==> config.mk <==
export PLATFORM = sky130hd
export DESIGN_NAME = apple1_reset_ctrl_flat
export DESIGN_NICKNAME = d
export VERILOG_FILES = /design/src/rtl/apple1_reset_pkg.sv /design/src/rtl/apple1_reset_ctrl_if.sv /design/src/rtl/apple1_sync_debounce.sv /design/src/rtl/apple1_reset_ctrl.sv /design/src/flat_wrapper.sv
export SDC_FILE = /design/constraint.sdc
export NUM_CORES = 1
export LEC_CHECK = 0
export CAP_MARGIN = 20
export CORE_MARGIN = 1.5
export CORE_UTILIZATION = 40
export CTS_CLUSTER_DIAMETER = 100
export DETAILED_ROUTE_END_ITERATION = 8
export HOLD_SLACK_MARGIN = 0.12
export RECOVER_POWER = 100
export SLEW_MARGIN = 20
export SYNTH_ARGS = -nofsm -noshare
export SYNTH_HDL_FRONTEND = slang
export SYNTH_SLANG_ARGS = --single-unit
==> constraint.sdc <==
create_clock -name clk25 -period 2.54 [get_ports clk25]
set_clock_uncertainty 0.15 [all_clocks]
set_input_delay 0.254 -clock clk25 [delete_from_list [all_inputs] [get_ports clk25]]
set_output_delay 0.254 -clock clk25 [all_outputs]
set_load 0.02 [all_outputs]
==> src/rtl/apple1_reset_pkg.sv <==
// Shared state and reset-cause encodings for the Apple-1 reset sequencer.
`default_nettype none

package apple1_reset_pkg;

    localparam logic [1:0] HOLD         = 2'd0;
    localparam logic [1:0] WAIT_RELEASE = 2'd1;
    localparam logic [1:0] RUN          = 2'd2;

    typedef enum logic [1:0] {
        ST_HOLD = HOLD,
        ST_WAIT = WAIT_RELEASE,
        ST_RUN  = RUN
    } state_e;

    localparam logic [1:0] CAUSE_POR   = 2'b00;
    localparam logic [1:0] CAUSE_KEY   = 2'b01;
    localparam logic [1:0] CAUSE_BREAK = 2'b10;

endpackage

`default_nettype wire

==> src/rtl/apple1_reset_ctrl_if.sv <==
// Board-side pins of the reset sequencer: raw inputs in, core-facing reset/RXD out.
`default_nettype none

interface apple1_reset_ctrl_if;
    logic       key_n;
    logic       uart_rxd_raw;
    logic       uart_rxd;
    logic       rst_n_out;
    logic [1:0] reset_cause;
    logic       break_active;

    modport master (
        output key_n, uart_rxd_raw,
        input  uart_rxd, rst_n_out, reset_cause, break_active
    );

    modport slave (
        input  key_n, uart_rxd_raw,
        output uart_rxd, rst_n_out, reset_cause, break_active
    );
endinterface

`default_nettype wire

==> src/rtl/apple1_sync_debounce.sv <==
// Multi-flop synchronizer followed by a stable-count filter; idles high (released).
`default_nettype none

module apple1_sync_debounce #(
    parameter int SYNC_STAGES     = 2,
    parameter int DEBOUNCE_CYCLES = 250000
) (
    input  wire logic clk,
    input  wire logic rst,
    input  wire logic din_i,
    output logic      stable_o
);
    localparam int             DB_W    = $clog2(DEBOUNCE_CYCLES + 1);
    localparam logic [DB_W-1:0] DB_LAST = DB_W'(DEBOUNCE_CYCLES - 1);

    logic [SYNC_STAGES-1:0] sync_q;
    logic                   stable_q, stable_d;
    logic [DB_W-1:0]        cnt_q, cnt_d;
    logic                   w_sync;

    assign w_sync = sync_q[SYNC_STAGES-1];

    always_comb begin
        stable_d = stable_q;
        cnt_d    = '0;
        if (w_sync != stable_q) begin
            if (cnt_q == DB_LAST) begin
                stable_d = w_sync;
            end else begin
                cnt_d = cnt_q + 1'b1;
            end
        end
    end

    always_ff @(posedge clk) begin
        if (rst) begin
            sync_q   <= '1;
            stable_q <= 1'b1;
            cnt_q    <= '0;
        end else begin
            sync_q   <= {sync_q[SYNC_STAGES-2:0], din_i};
            stable_q <= stable_d;
            cnt_q    <= cnt_d;
        end
    end

    assign stable_o = stable_q;
endmodule

`default_nettype wire

==> src/rtl/apple1_reset_ctrl.sv <==
// Apple-1 reset sequencer: power-on, debounced button and UART-break resets,
// each stretched to at least HOLD_CYCLES, plus a synchronized RXD for the core.
`default_nettype none

module apple1_reset_ctrl
    import apple1_reset_pkg::*;
#(
    parameter int SYNC_STAGES     = 2,
    parameter int DEBOUNCE_CYCLES = 250000,
    parameter int HOLD_CYCLES     = 1024,
    parameter int BREAK_CYCLES    = 6250000,
    parameter int BREAK_EN        = 1
) (
    input  wire logic           clk25,
    input  wire logic           rst,
    apple1_reset_ctrl_if.slave  bus
);
    localparam int              HOLD_W    = $clog2(HOLD_CYCLES + 1);
    localparam int              BRK_W     = $clog2(BREAK_CYCLES + 1);
    localparam logic [HOLD_W-1:0] HOLD_LAST = HOLD_W'(HOLD_CYCLES - 1);
    localparam logic [BRK_W-1:0]  BRK_MAX   = BRK_W'(BREAK_CYCLES);

    logic                   key_stable;
    logic [SYNC_STAGES-1:0] rxd_sync_q;
    logic                   rxd_sync;
    logic [BRK_W-1:0]       brk_q, brk_d;
    logic                   break_active;
    state_e                 state_q, state_d;
    logic [HOLD_W-1:0]      hold_q, hold_d;
    logic [1:0]             cause_q, cause_d;
    logic                   rst_n_q;

    apple1_sync_debounce #(
        .SYNC_STAGES     (SYNC_STAGES),
        .DEBOUNCE_CYCLES (DEBOUNCE_CYCLES)
    ) u_key (
        .clk      (clk25),
        .rst      (rst),
        .din_i    (bus.key_n),
        .stable_o (key_stable)
    );

    assign rxd_sync     = rxd_sync_q[SYNC_STAGES-1];
    assign break_active = (brk_q == BRK_MAX) && (BREAK_EN != 0);

    // Saturating low-time counter; any high sample ends the break.
    always_comb begin
        brk_d = '0;
        if (!rxd_sync) begin
            brk_d = (brk_q == BRK_MAX) ? brk_q : brk_q + 1'b1;
        end
    end

    always_comb begin
        state_d = state_q;
        hold_d  = hold_q;
        cause_d = cause_q;
        case (state_q)
            ST_HOLD: begin
                if (hold_q == HOLD_LAST) begin
                    state_d = ST_WAIT;
                    hold_d  = '0;
                end else begin
                    hold_d = hold_q + 1'b1;
                end
            end
            ST_WAIT: begin
                if (key_stable && !break_active) begin
                    state_d = ST_RUN;
                end
            end
            ST_RUN: begin
                if (!key_stable) begin
                    state_d = ST_HOLD;
                    cause_d = CAUSE_KEY;
                end else if (break_active) begin
                    state_d = ST_HOLD;
                    cause_d = CAUSE_BREAK;
                end
            end
            default: begin
                state_d = ST_HOLD;
                hold_d  = '0;
            end
        endcase
    end

    always_ff @(posedge clk25) begin
        if (rst) begin
            rxd_sync_q <= '1;
            brk_q      <= '0;
            state_q    <= ST_HOLD;
            hold_q     <= '0;
            cause_q    <= CAUSE_POR;
            rst_n_q    <= 1'b0;
        end else begin
            rxd_sync_q <= {rxd_sync_q[SYNC_STAGES-2:0], bus.uart_rxd_raw};
            brk_q      <= brk_d;
            state_q    <= state_d;
            hold_q     <= hold_d;
            cause_q    <= cause_d;
            rst_n_q    <= (state_d == ST_RUN);
        end
    end

    assign bus.uart_rxd     = rxd_sync;
    assign bus.rst_n_out    = rst_n_q;
    assign bus.reset_cause  = cause_q;
    assign bus.break_active = break_active;
endmodule

`default_nettype wire

==> src/flat_wrapper.sv <==
// flat-port wrapper written by rule: the top's interface ports become plain ports
module apple1_reset_ctrl_flat import apple1_reset_pkg::*;
#(
    parameter int SYNC_STAGES     = 2,
    parameter int DEBOUNCE_CYCLES = 250000,
    parameter int HOLD_CYCLES     = 1024,
    parameter int BREAK_CYCLES    = 6250000,
    parameter int BREAK_EN        = 1
)
  (clk25, rst, bus_key_n, bus_uart_rxd_raw, bus_uart_rxd, bus_rst_n_out, bus_reset_cause, bus_break_active);
  apple1_reset_ctrl_if bus_i ();
  input  wire logic clk25;
  input  wire logic rst;
  input wire logic [$bits(bus_i.key_n)-1:0] bus_key_n;
  input wire logic [$bits(bus_i.uart_rxd_raw)-1:0] bus_uart_rxd_raw;
  output wire logic [$bits(bus_i.uart_rxd)-1:0] bus_uart_rxd;
  output wire logic [$bits(bus_i.rst_n_out)-1:0] bus_rst_n_out;
  output wire logic [$bits(bus_i.reset_cause)-1:0] bus_reset_cause;
  output wire logic [$bits(bus_i.break_active)-1:0] bus_break_active;
  assign bus_i.key_n = bus_key_n;
  assign bus_i.uart_rxd_raw = bus_uart_rxd_raw;
  assign bus_uart_rxd = bus_i.uart_rxd;
  assign bus_rst_n_out = bus_i.rst_n_out;
  assign bus_reset_cause = bus_i.reset_cause;
  assign bus_break_active = bus_i.break_active;
  apple1_reset_ctrl #(.SYNC_STAGES(SYNC_STAGES), .DEBOUNCE_CYCLES(DEBOUNCE_CYCLES), .HOLD_CYCLES(HOLD_CYCLES), .BREAK_CYCLES(BREAK_CYCLES), .BREAK_EN(BREAK_EN)) u_core (.clk25(clk25), .rst(rst), .bus(bus_i));
endmodule
==> metrics <==
placed insts=430; max-cap viol count=0; Critical Path Source Type=flip-flop; Hold WC Path Type=reg -> reg; WHS=0.263 ns; most common cell after layout, fill and taps aside=dfxtp_1; Via Count=2220; drt total wl=5390 um; CTS H-tree depth=3; Max Slew Vio Count=0; first-pass GRT wire length=9270 um; Mean Syn Cell Area=8.81 um2; outcome=finished clean; CP Capture Type=output port; Final nets=357; Max Clk Rate=421 MHz; Critical R2R Capture=u_core.brk_q[20]$_SDFFE_PP0N_; vias in the first global route=2041; met3 layer usage reported by global route=6.44%; leading cell types in the layout, fill and taps excluded=62 x dfxtp_1, 53 x nor2_1, 24 x nand3_1; number of DRC markers in iteration 0=99; Critical Path RT=2.14 ns; Core Box Area=6910 um2; Critical Path End=bus_break_active; CTS buffer count=9; Initial Util=42.2%; worst slew margin relative to its limit=12.4%; CTS tree=built; DR DRC count=0; first drt pass iteration count=4; worst reg2reg setup slack=0.36 ns; initial antenna violation count=0; synth warn=0; Worst-Margin Slew=1.31 ns; worst r2r path cells=5; hold buffer count at cts=0; die width=88.4 um; final core utilization=47.3%; met1 usage=19.6%; met2 Use GR=23.9%; Die Span Y=88.4 um; non-filler cells, final=446; IO Count=9; peak supply drop=0.423 mV; num rows=30; area delta synth->final=12.0%; WL/cell=12.1 um; gr busiest metal=met2; synthesized instance count=331; Final Hold Violating Endpoints=0; Routed Antenna Nets=0; pin count of the biggest net entering global routing=24; period utilization=93.6%; n_diodes=0; # resized after CTS=1; Reg-to-Reg Start=u_core.brk_q[3]$_SDFFE_PP0N_; Pwr Total=1.86 mW; total die area=7810 um2; Overall Global Routing Usage=15.6%; mapped cell area=2920 um2; post-CTS setup buffers=0; Power Density=570 nW/um2; post-synthesis register bit count=62; Yosys top cell area share=42.6%; crit path max fanout=5; Distinct cells, synth=45; crit path kind=reg -> out; post-detail-place hpwl=3740 um; Worst-Skew Late Latency=0.34 ns; routed vias/inst=4.98; gpl congestion=0.795; crit path DAT=1.97 ns; syn nets=343; Leak=1.07 nW; top cells by area, synth=dfxtp_1 43%, nor2_1 6.8%, xor2_1 6.6%; setup TNS=0 ns; Clock Sink Count=62; Seq/Total Area, Yosys=42.6%; Final setup violation count=0; GRT Residual Overflow=0; Buffers on Ports=8; CTS root buffer=clkbuf_8; Reg clk slew, reported paths=0.07 ns; Synth area leader=dfxtp_1; minimum clock period=2.38 ns; share of post-route cells with drive strength above 1=8.86%; Clock Tree Buf Depth=2; unrepaired setup endpoints after global routing=false; worst setup path start=u_core.brk_q[0]$_SDFFE_PP0N_
==> layer usage <==
metal	vias up	share of wire, %
met2	30	44
met5	-	0
li1	1174	-
met1	1005	50
met4	0	1.9
met3	11	4.2
==> cell type report <==
| type | instances | area [um2] |
|---|---|---|
| well taps | 96 | 120 |
| inverters | 11 | 41.3 |
| clock buffers | 10 | 128 |
| fillers | 695 | 3640 |
| flip-flops and latches | 62 | 1240 |
| repair buffers | 12 | 103 |
| clock inverters | 6 | 61.3 |
| multi-input cells | 249 | 1570 |
==> sequential cells by signal (all words and copies together) (netlist names) <==
signal,count
u_core.bus.rst_n_out,1
u_core.hold_q,11
u_core.bus.reset_cause,2
u_core.state_q,2
u_core.brk_q,23
u_core.u_key.cnt_q,18
u_core.rxd_sync_q,2
u_core.u_key.sync_q,2
u_core.u_key.stable_o,1
==> critical path: stages (launching register included) <==
cell	delay, ns
dfxtp_1	0.34
inv_1	0.10
ha_1	0.17
nor3b_1	0.27
nand4_1	0.23
nor2_1	0.17
dlygate4sd2_1	0.35
==> logic make-up (layout without fill, tap and decap cells) <==
family | count (synthesis) | in the layout | synth area share, %
buffers and inverters | 20 | 39 | 3.56
adder cells (fa/ha/maj) | 8 | 8 | 3.43
flip-flops | 62 | 62 | 42.6
XOR/XNOR | 40 | 40 | 12.0
AO/OA/AOI/OAI | 32 | 32 | 6.61
multiplexers | 2 | 2 | 0.729
AND/OR/NAND/NOR | 167 | 167 | 31.1
==> worst min path at each step <==
stage	startpoint	to	slack, ns	cells after the start
floorplan	rst	u_core.state_q[1]$_SDFF_PP0_	0.18	1
detailed placement	u_core.rxd_sync_q[0]$_SDFF_PP1_	u_core.rxd_sync_q[1]$_SDFF_PP1_	0.25	1
global route	u_core.rxd_sync_q[0]$_SDFF_PP1_	u_core.rxd_sync_q[1]$_SDFF_PP1_	0.28	1
finish	u_core.u_key.sync_q[0]$_SDFF_PP1_	u_core.u_key.sync_q[1]$_SDFF_PP1_	0.26	1
global placement	u_core.rxd_sync_q[0]$_SDFF_PP1_	u_core.rxd_sync_q[1]$_SDFF_PP1_	0.24	1
CTS	u_core.rxd_sync_q[0]$_SDFF_PP1_	u_core.rxd_sync_q[1]$_SDFF_PP1_	0.27	1
==> metrics by stage <==
| stage | instance area [um2] | setup slack [ns] |
|---|---|---|
| 6_report | 3270 | 0.163 |
| 5_1_grt | 3270 | 0.0200 |
| 4_1_cts | 3270 | 0.153 |
| 3_5_place_dp | 3080 | 0.258 |
| 3_3_place_gp | 3080 | 0.311 |
| 2_1_floorplan | 2920 | 0.670 |
==> synthesized netlist by cell type (all sizes together) <==
library cell,number
a211o,1
a211oi,2
a21bo,1
a21oi,12
a311oi,1
and2,2
and3,6
and3b,1
and4,3
and4bb,1
buf,4
clkbuf,5
dfxtp,62
ha,8
inv,11
mux2,1
mux2i,1
nand2,20
nand2b,2
nand3,24
nand3b,2
nand4,13
nand4b,2
nor2,53
nor2b,5
nor3,3
nor3b,1
nor4,8
nor4b,5
nor4bb,1
o2111ai,1
o21ai,12
o21bai,2
or2,6
or3,8
or4b,1
xnor2,18
xor2,22
==> power breakdown <==
part | switching (mW) | internal, mW | leakage, nW
clock | 0.390 | 0.451 | 0.0964
sequential | 0.00617 | 0.980 | 0.501
combinational | 0.0190 | 0.0160 | 0.477
total | 0.415 | 1.45 | 1.07
Note: power is estimated with default switching activity, not from simulation.
